**config.mk**
```make
export PLATFORM = sky130hd
export DESIGN_NAME = multi_push_control
export DESIGN_NICKNAME = d
export VERILOG_FILES = /design/src/rtl/multi_push_control.sv
export SDC_FILE = /design/constraint.sdc
export NUM_CORES = 1
export LEC_CHECK = 0
export BUFFER_PORTS_ARGS = -buffer_cell sky130_fd_sc_hd__buf_4
export CORE_MARGIN = 2
export CORE_UTILIZATION = 40
export DETAILED_ROUTE_END_ITERATION = 8
export GPL_TIMING_DRIVEN = 0
export PLACE_DENSITY = 0.61
export SLEW_MARGIN = 20
export SYNTH_ARGS = -nofsm -noshare
export SYNTH_HDL_FRONTEND = slang
export SYNTH_SLANG_ARGS = --single-unit
```
**constraint.sdc**
```tcl
create_clock -name i_Clk -period 4.9 [get_ports i_Clk]
set_clock_uncertainty 0.15 [all_clocks]
set_input_delay 0.98 -clock i_Clk [delete_from_list [all_inputs] [get_ports i_Clk]]
set_output_delay 0.98 -clock i_Clk [all_outputs]
set_load 0.01 [all_outputs]
```
**src/rtl/multi_push_control.sv**
```systemverilog
// NUM_CH-channel button conditioner: synchroniser, debounce lockout, press/release/long pulses.
// Define PUSH_REPEAT_EN to enable auto-repeat press pulses while a button stays held after a long press.
module multi_push_control #(
  parameter int NUM_CH       = 4,
  parameter int DEBOUNCE_CYC = 500_000,
  parameter int LONG_CYC     = 50_000_000,
  parameter int REPEAT_CYC   = 10_000_000
) (
  input  logic              i_Clk,
  input  logic              i_Rst_n,
  input  logic [NUM_CH-1:0] i_Push,
  output logic [NUM_CH-1:0] o_fPush,
  output logic [NUM_CH-1:0] o_fRelease,
  output logic [NUM_CH-1:0] o_fLong,
  output logic [NUM_CH-1:0] o_Level
);

  localparam int CNT_MAX_A = (DEBOUNCE_CYC > LONG_CYC) ? DEBOUNCE_CYC : LONG_CYC;
  localparam int CNT_MAX   = (CNT_MAX_A > REPEAT_CYC) ? CNT_MAX_A : REPEAT_CYC;
  localparam int CW        = $clog2(CNT_MAX + 1);

  localparam logic [CW-1:0] DEB_LAST  = CW'(DEBOUNCE_CYC - 1);
  localparam logic [CW-1:0] LONG_LAST = CW'(LONG_CYC - 1);
`ifdef PUSH_REPEAT_EN
  localparam logic [CW-1:0] REP_LAST  = CW'(REPEAT_CYC - 1);
`endif

  localparam logic [2:0] S_IDLE   = 3'd0;
  localparam logic [2:0] S_PULSE  = 3'd1;
  localparam logic [2:0] S_WAIT   = 3'd2;
  localparam logic [2:0] S_HELD   = 3'd3;
  localparam logic [2:0] S_RPULSE = 3'd4;
  localparam logic [2:0] S_RWAIT  = 3'd5;

  logic [NUM_CH-1:0] sync1_reg;
  logic [NUM_CH-1:0] sync2_reg;

  always_ff @(posedge i_Clk or negedge i_Rst_n) begin
    if (!i_Rst_n) begin
      sync1_reg <= '0;
      sync2_reg <= '0;
    end else begin
      sync1_reg <= i_Push;
      sync2_reg <= sync1_reg;
    end
  end

  generate
    for (genvar gi = 0; gi < NUM_CH; gi++) begin : g_ch
      logic [2:0]    state_reg, state_next;
      logic [CW-1:0] cnt_reg, cnt_next;
      logic          long_reg, long_next;
      logic          s;
      logic          push_o, rel_o, long_o, lvl_o;

      assign s = sync2_reg[gi];

      always_ff @(posedge i_Clk or negedge i_Rst_n) begin
        if (!i_Rst_n) begin
          state_reg <= S_IDLE;
          cnt_reg   <= '0;
          long_reg  <= 1'b0;
        end else begin
          state_reg <= state_next;
          cnt_reg   <= cnt_next;
          long_reg  <= long_next;
        end
      end

      always_comb begin
        state_next = state_reg;
        cnt_next   = cnt_reg;
        long_next  = long_reg;
        case (state_reg)
          S_IDLE:   if (s) state_next = S_PULSE;
          S_PULSE:  state_next = S_WAIT;
          S_WAIT: begin
            if (cnt_reg == DEB_LAST) state_next = s ? S_HELD : S_RPULSE;
            else                     cnt_next   = cnt_reg + CW'(1);
          end
          S_HELD: begin
            // Release wins over any long/repeat event falling on the same clock.
            if (!s) begin
              state_next = S_RPULSE;
            end else if (!long_reg) begin
              if (cnt_reg == LONG_LAST) begin
                long_next = 1'b1;
                cnt_next  = '0;
              end else begin
                cnt_next  = cnt_reg + CW'(1);
              end
            end else begin
`ifdef PUSH_REPEAT_EN
              if (cnt_reg == REP_LAST) cnt_next = '0;
              else                     cnt_next = cnt_reg + CW'(1);
`else
              cnt_next = cnt_reg;
`endif
            end
          end
          S_RPULSE: state_next = S_RWAIT;
          S_RWAIT: begin
            if (cnt_reg == DEB_LAST) state_next = S_IDLE;
            else                     cnt_next   = cnt_reg + CW'(1);
          end
          default:  state_next = S_IDLE;
        endcase
        if (state_next != state_reg) cnt_next  = '0;
        if (state_next != S_HELD)    long_next = 1'b0;
      end

      always_comb begin
        push_o = (state_reg == S_PULSE);
`ifdef PUSH_REPEAT_EN
        if (state_reg == S_HELD && long_reg && cnt_reg == REP_LAST) push_o = 1'b1;
`endif
        rel_o  = (state_reg == S_RPULSE);
        long_o = (state_reg == S_HELD) && !long_reg && (cnt_reg == LONG_LAST);
        lvl_o  = (state_reg == S_PULSE) || (state_reg == S_WAIT) || (state_reg == S_HELD);
      end

      assign o_fPush[gi]    = push_o;
      assign o_fRelease[gi] = rel_o;
      assign o_fLong[gi]    = long_o;
      assign o_Level[gi]    = lvl_o;
    end
  endgenerate

endmodule

```
Word level (Yosys, flattened, before mapping)
Cells that the tools add are included. Widths: inputs -> output; s select.

Bits in registers: 128. Bits in latches: 0. RAM bits: 0. Memory bits (read-only): 0. Bits of input ports: 6. Output and inout port bits: 16. Memories: 0.

Add/sub/neg operators: 4. Multipliers: 0. Div/mod/pow operators: 0. Magnitude comparators: 0. Equal/unequal tests: 48. Shifts and indexed selects: 0. Multiplexer cells: 68. Bitwise gates (word level): 0. Reductions and logical operators: 48.

Operators by type and width (count): $mux 26 (20); $pmux 26 s2 (4); $add 26x1->26 const B (4); $eq 26x19->1 const B (4); $eq 26x26->1 const B (4); $pmux 3 s6 (4); $mux 3 (20); $eq 3x2->1 const B (8); $eq 3x3->1 const B (8); $ne 3x2->1 const B (8); $ne 3x3->1 const B (8); $mux 1 (20); $reduce_and 4->1 (4); $reduce_bool 2->1 (8); $eq 3x1->1 const B (4); $logic_not 3->1 (4); $ne 3x3->1 (4); $reduce_bool 3->1 (4); $logic_and 1x1->1 (8); $logic_or 1x1->1 (8); $reduce_and 2->1 (4); $reduce_or 2->1 (4); $logic_not 1->1 (4).

Longest topological paths before layout
Word-level depth: 6. Mapped depth: 10.

Worst setup path before layout
OpenSTA, ideal clock, no wires.

Path kind: register -> output. Start point: register g_ch[1].cnt_reg[19]. End point: output port o_fLong[1]. Data arrival time: 2.049 ns. Slack: 1.721 ns. Cell stages (with the launch flop): 7. Buffers on the path: 2. Path through: dfrtp_1 > clkbuf_1 > nand3_1 > or4_1 > or4_1 > nor4_1 > buf_4.

Cells in the longest elaborated chain, start to end: 2.

RTL lines: start: declaration (line 51) `logic [CW-1:0] cnt_reg, cnt_next;`; start signal: assignment (line 65) `cnt_reg <= cnt_next;`; $eq 26x26->1 (line 118) `long_o = (state_reg == S_HELD) && !long_reg && (cnt_reg == LONG_LAST);`; $logic_and 1x1->1 (line 118); end: declaration (line 14) `output logic [NUM_CH-1:0] o_fLong,`.

No other way between the ends.

Worst setup path after layout
Same ends and word-level chain as after synthesis.

==> results.sh <==
export IMPL_seq_power_share_pct=30.0
export IMPL_power_frac_comb_pct=38.2
export IMPL_nFillCells=1824
export IMPL_antenna_found_initial=0
export IMPL_stdcell_count=1180
export IMPL_nets=944
export IMPL_synth_edf_count=0
export IMPL_rows=50
export IMPL_antenna_left=0
export IMPL_first_pass_iters=8
export IMPL_drc=0
export IMPL_start_kind="register"
export IMPL_path_class="register to output pin"
export IMPL_gp_congestion=0.858
export IMPL_port_buffers=21
export IMPL_cts_setup_buffers=0
export IMPL_yosysSeqAreaShare_pct=41.6
export IMPL_cts_tree="built"
export IMPL_place_hpwl_mm=12.7
export IMPL_synth_area_um2=7700
export IMPL_regArea_um2=3200
export IMPL_multi_input_area_um2=4120
export IMPL_crit_buf_inv=3
export IMPL_worstPathCellList="clkbuf_1 > nand3_1 > or4_1 > or4_1 > nor4_1 > buf_4 > buf_4"
export IMPL_die_area_um2=20400
export IMPL_synth_top_family_by_area="simple AND/OR/NAND/NOR gates"
export IMPL_wl_per_cell_um=15.9
export IMPL_start_util_pct=41.0
export IMPL_place_ws_ns=1.18
export IMPL_dp_cells=1149
export IMPL_p_sw_w=0.00159
export IMPL_drive_above_1_share_pct=11.0
export IMPL_status="finished clean"
export IMPL_die_w_um=143
export IMPL_routed_wirelength_mm=18.7
export IMPL_postSynthCellCount=893
export IMPL_clock_sinks=128
export IMPL_overflow=0
export IMPL_ys_top_cells_by_count="dfrtp_1 (128), nor2_1 (93), a21oi_1 (78)"
export IMPL_root_buffer="clkbuf_16"
export IMPL_final_hold_violation_count=0
export IMPL_grt_pass1_wl_mm=31.7
export IMPL_slew_headroom_pct=26.4
export IMPL_antennaDiodeCount=0
export IMPL_cp_arrival_ns=3.00
export IMPL_core_area_um2=18800
export IMPL_async_flop_share_pct=100
export IMPL_end_kind="output pin"
export IMPL_min_period_ns=4.13
export IMPL_cts_max_level=4
export IMPL_synth_largest_area_cell="dfrtp_1"
export IMPL_yosys_area_share_simple_pct=29.7
export IMPL_cp_required_ns=3.77
export IMPL_clkLatencyLatePin_ns=0.42
export IMPL_num_vias=6895
export IMPL_leakagePower_nw=3.28
export IMPL_io_pins=22
export IMPL_yosysMostFrequentCell="dfrtp_1"
export IMPL_switching_share_pct=39.2
export IMPL_largest_register_ffs=104
export IMPL_crit_family="simple AND/OR/NAND/NOR gates"
export IMPL_first_global_vias=6360
export IMPL_drv_slew=0
export IMPL_synth_top_area_share_pct=41.6
export IMPL_critPathMaxFanout=8
export IMPL_max_clock_freq_mhz=242
export IMPL_synth_fp_nets=903
export IMPL_post_cts_resized=0
export IMPL_synth_compound_area_share_pct=19.3
export IMPL_pwr_share_clk_pct=31.8
export IMPL_cts_buffer_depth=2
export IMPL_synth_mux_area_fraction_pct=0.130
export IMPL_tightest_slew_ns=1.09
export IMPL_rsz0062_at_grt="false"
export IMPL_synth_flop_cell="dfrtp_1"
export IMPL_fin_ws_ns=0.775
export IMPL_synthToLayoutAreaGrowth_pct=14.0
export IMPL_finalCritPeriodShare_pct=84.2
export IMPL_max_stage_delay_ns=0.57
export IMPL_gr_usage_all_layers_pct=19.2
export IMPL_synth_distinct_cells=73
export IMPL_fp_dieH_um=143
export IMPL_synthTopCellsByArea="dfrtp_1 (42%), a21oi_1 (5.1%), nor2_1 (4.5%)"
export IMPL_internal_power_w=0.00246
export IMPL_drv_cap=0
export IMPL_drtIter0Drc=487
export IMPL_synth_xor_area_share_pct=3.87
export IMPL_synth_adder_area_share_pct=0.650
export IMPL_vias_per_cell=5.84
export IMPL_fin_setup_tns_ns=0
export IMPL_ys_warn_count=0
export IMPL_grt_max_degree=72
export IMPL_cellPowerDensity_nw_per_um2=462
export IMPL_ys_ff_latch=128
export IMPL_setup_viol=0
export IMPL_hold_class="register to register"
export IMPL_cp_slowest_cell="or4_1"
export IMPL_path_clk_slew_ns=0.06
export IMPL_syn_avg_cell_area_um2=8.62
export IMPL_cts_buffers=17
export IMPL_cts_hold_buf=0
export IMPL_irDropWorstVdd_mv=0.232
[cell usage in the layout (no fill, tap or decap), drive strengths merged, types with 24 or more instances in the layout]
master,netlist,routed
a21oi,79,79
buf,28,50
or3,37,37
o21ai,60,60
nand2,71,71
nor2,93,93
clkbuf,36,56
xnor2,24,24
nand3,48,48
nand4,26,26
dfrtp,128,128
[layout make-up]
class                      instances  area share [%]
inverter                          11           0.470
multi-input combinational        690            47.0
sequential                       128            36.5
clock buffer                      20            5.20
clock inverter                    11            1.58
timing repair buffer              22            2.20
buffer                            64            3.73
tap                              234            3.34
[final timing paths]
check                                  endpoint                 from  cells after the start  slack (ns)
min reg2reg                        sync2_reg[3]         sync1_reg[3]                      0        0.20
max in group asynchronous    g_ch[0].cnt_reg[2]              i_Rst_n                      2        3.58
max reg2reg                 g_ch[1].cnt_reg[12]   g_ch[1].cnt_reg[0]                      8        1.57
max                                  o_fLong[1]  g_ch[1].cnt_reg[19]                      7        0.77
min                                sync2_reg[3]         sync1_reg[3]                      0        0.20
min in group asynchronous  g_ch[2].state_reg[1]              i_Rst_n                      1        0.32
[stage by stage]
stage	cell area (µm²)	utilization, %	hold WS [ns]	power (W)
after floorplan	7700	-	0.181	0.00228
after global placement	8150	43.4	0.183	0.00279
after detailed placement	8180	43.6	0.186	0.00279
after CTS	8780	46.8	0.198	0.00409
after global routing	8780	46.8	0.207	0.00431
final	8780	46.8	0.195	0.00405
[metal layers]
metal	GRT usage [%]	up-vias	part of all wire, %
met4	5.11	0	0.84
met3	3.59	14	3.3
met1	27.1	3368	49
met5	0	-	0
li1	-	3380	-
met2	30.4	133	47
[power groups by stage]
stage,Sequential (W),Clock (W),Combinational [W]
floorplan,0.00121,0,0.00107
finish,0.00122,0.00129,0.00155
global route,0.00123,0.00136,0.00172
detailed placement,0.00123,0,0.00156
CTS,0.00121,0.00131,0.00156
global placement,0.00123,0,0.00155
[kinds of logic (layout without fill, tap and decap cells)]
logic type,count (synthesis),in the layout
simple gates,418,418
buf+inv,75,128
xor+xnor,34,34
flops,128,128
compound gates,233,233
mux,1,1
fa+ha+maj,4,4
Power figures use the tool's default switching activity.
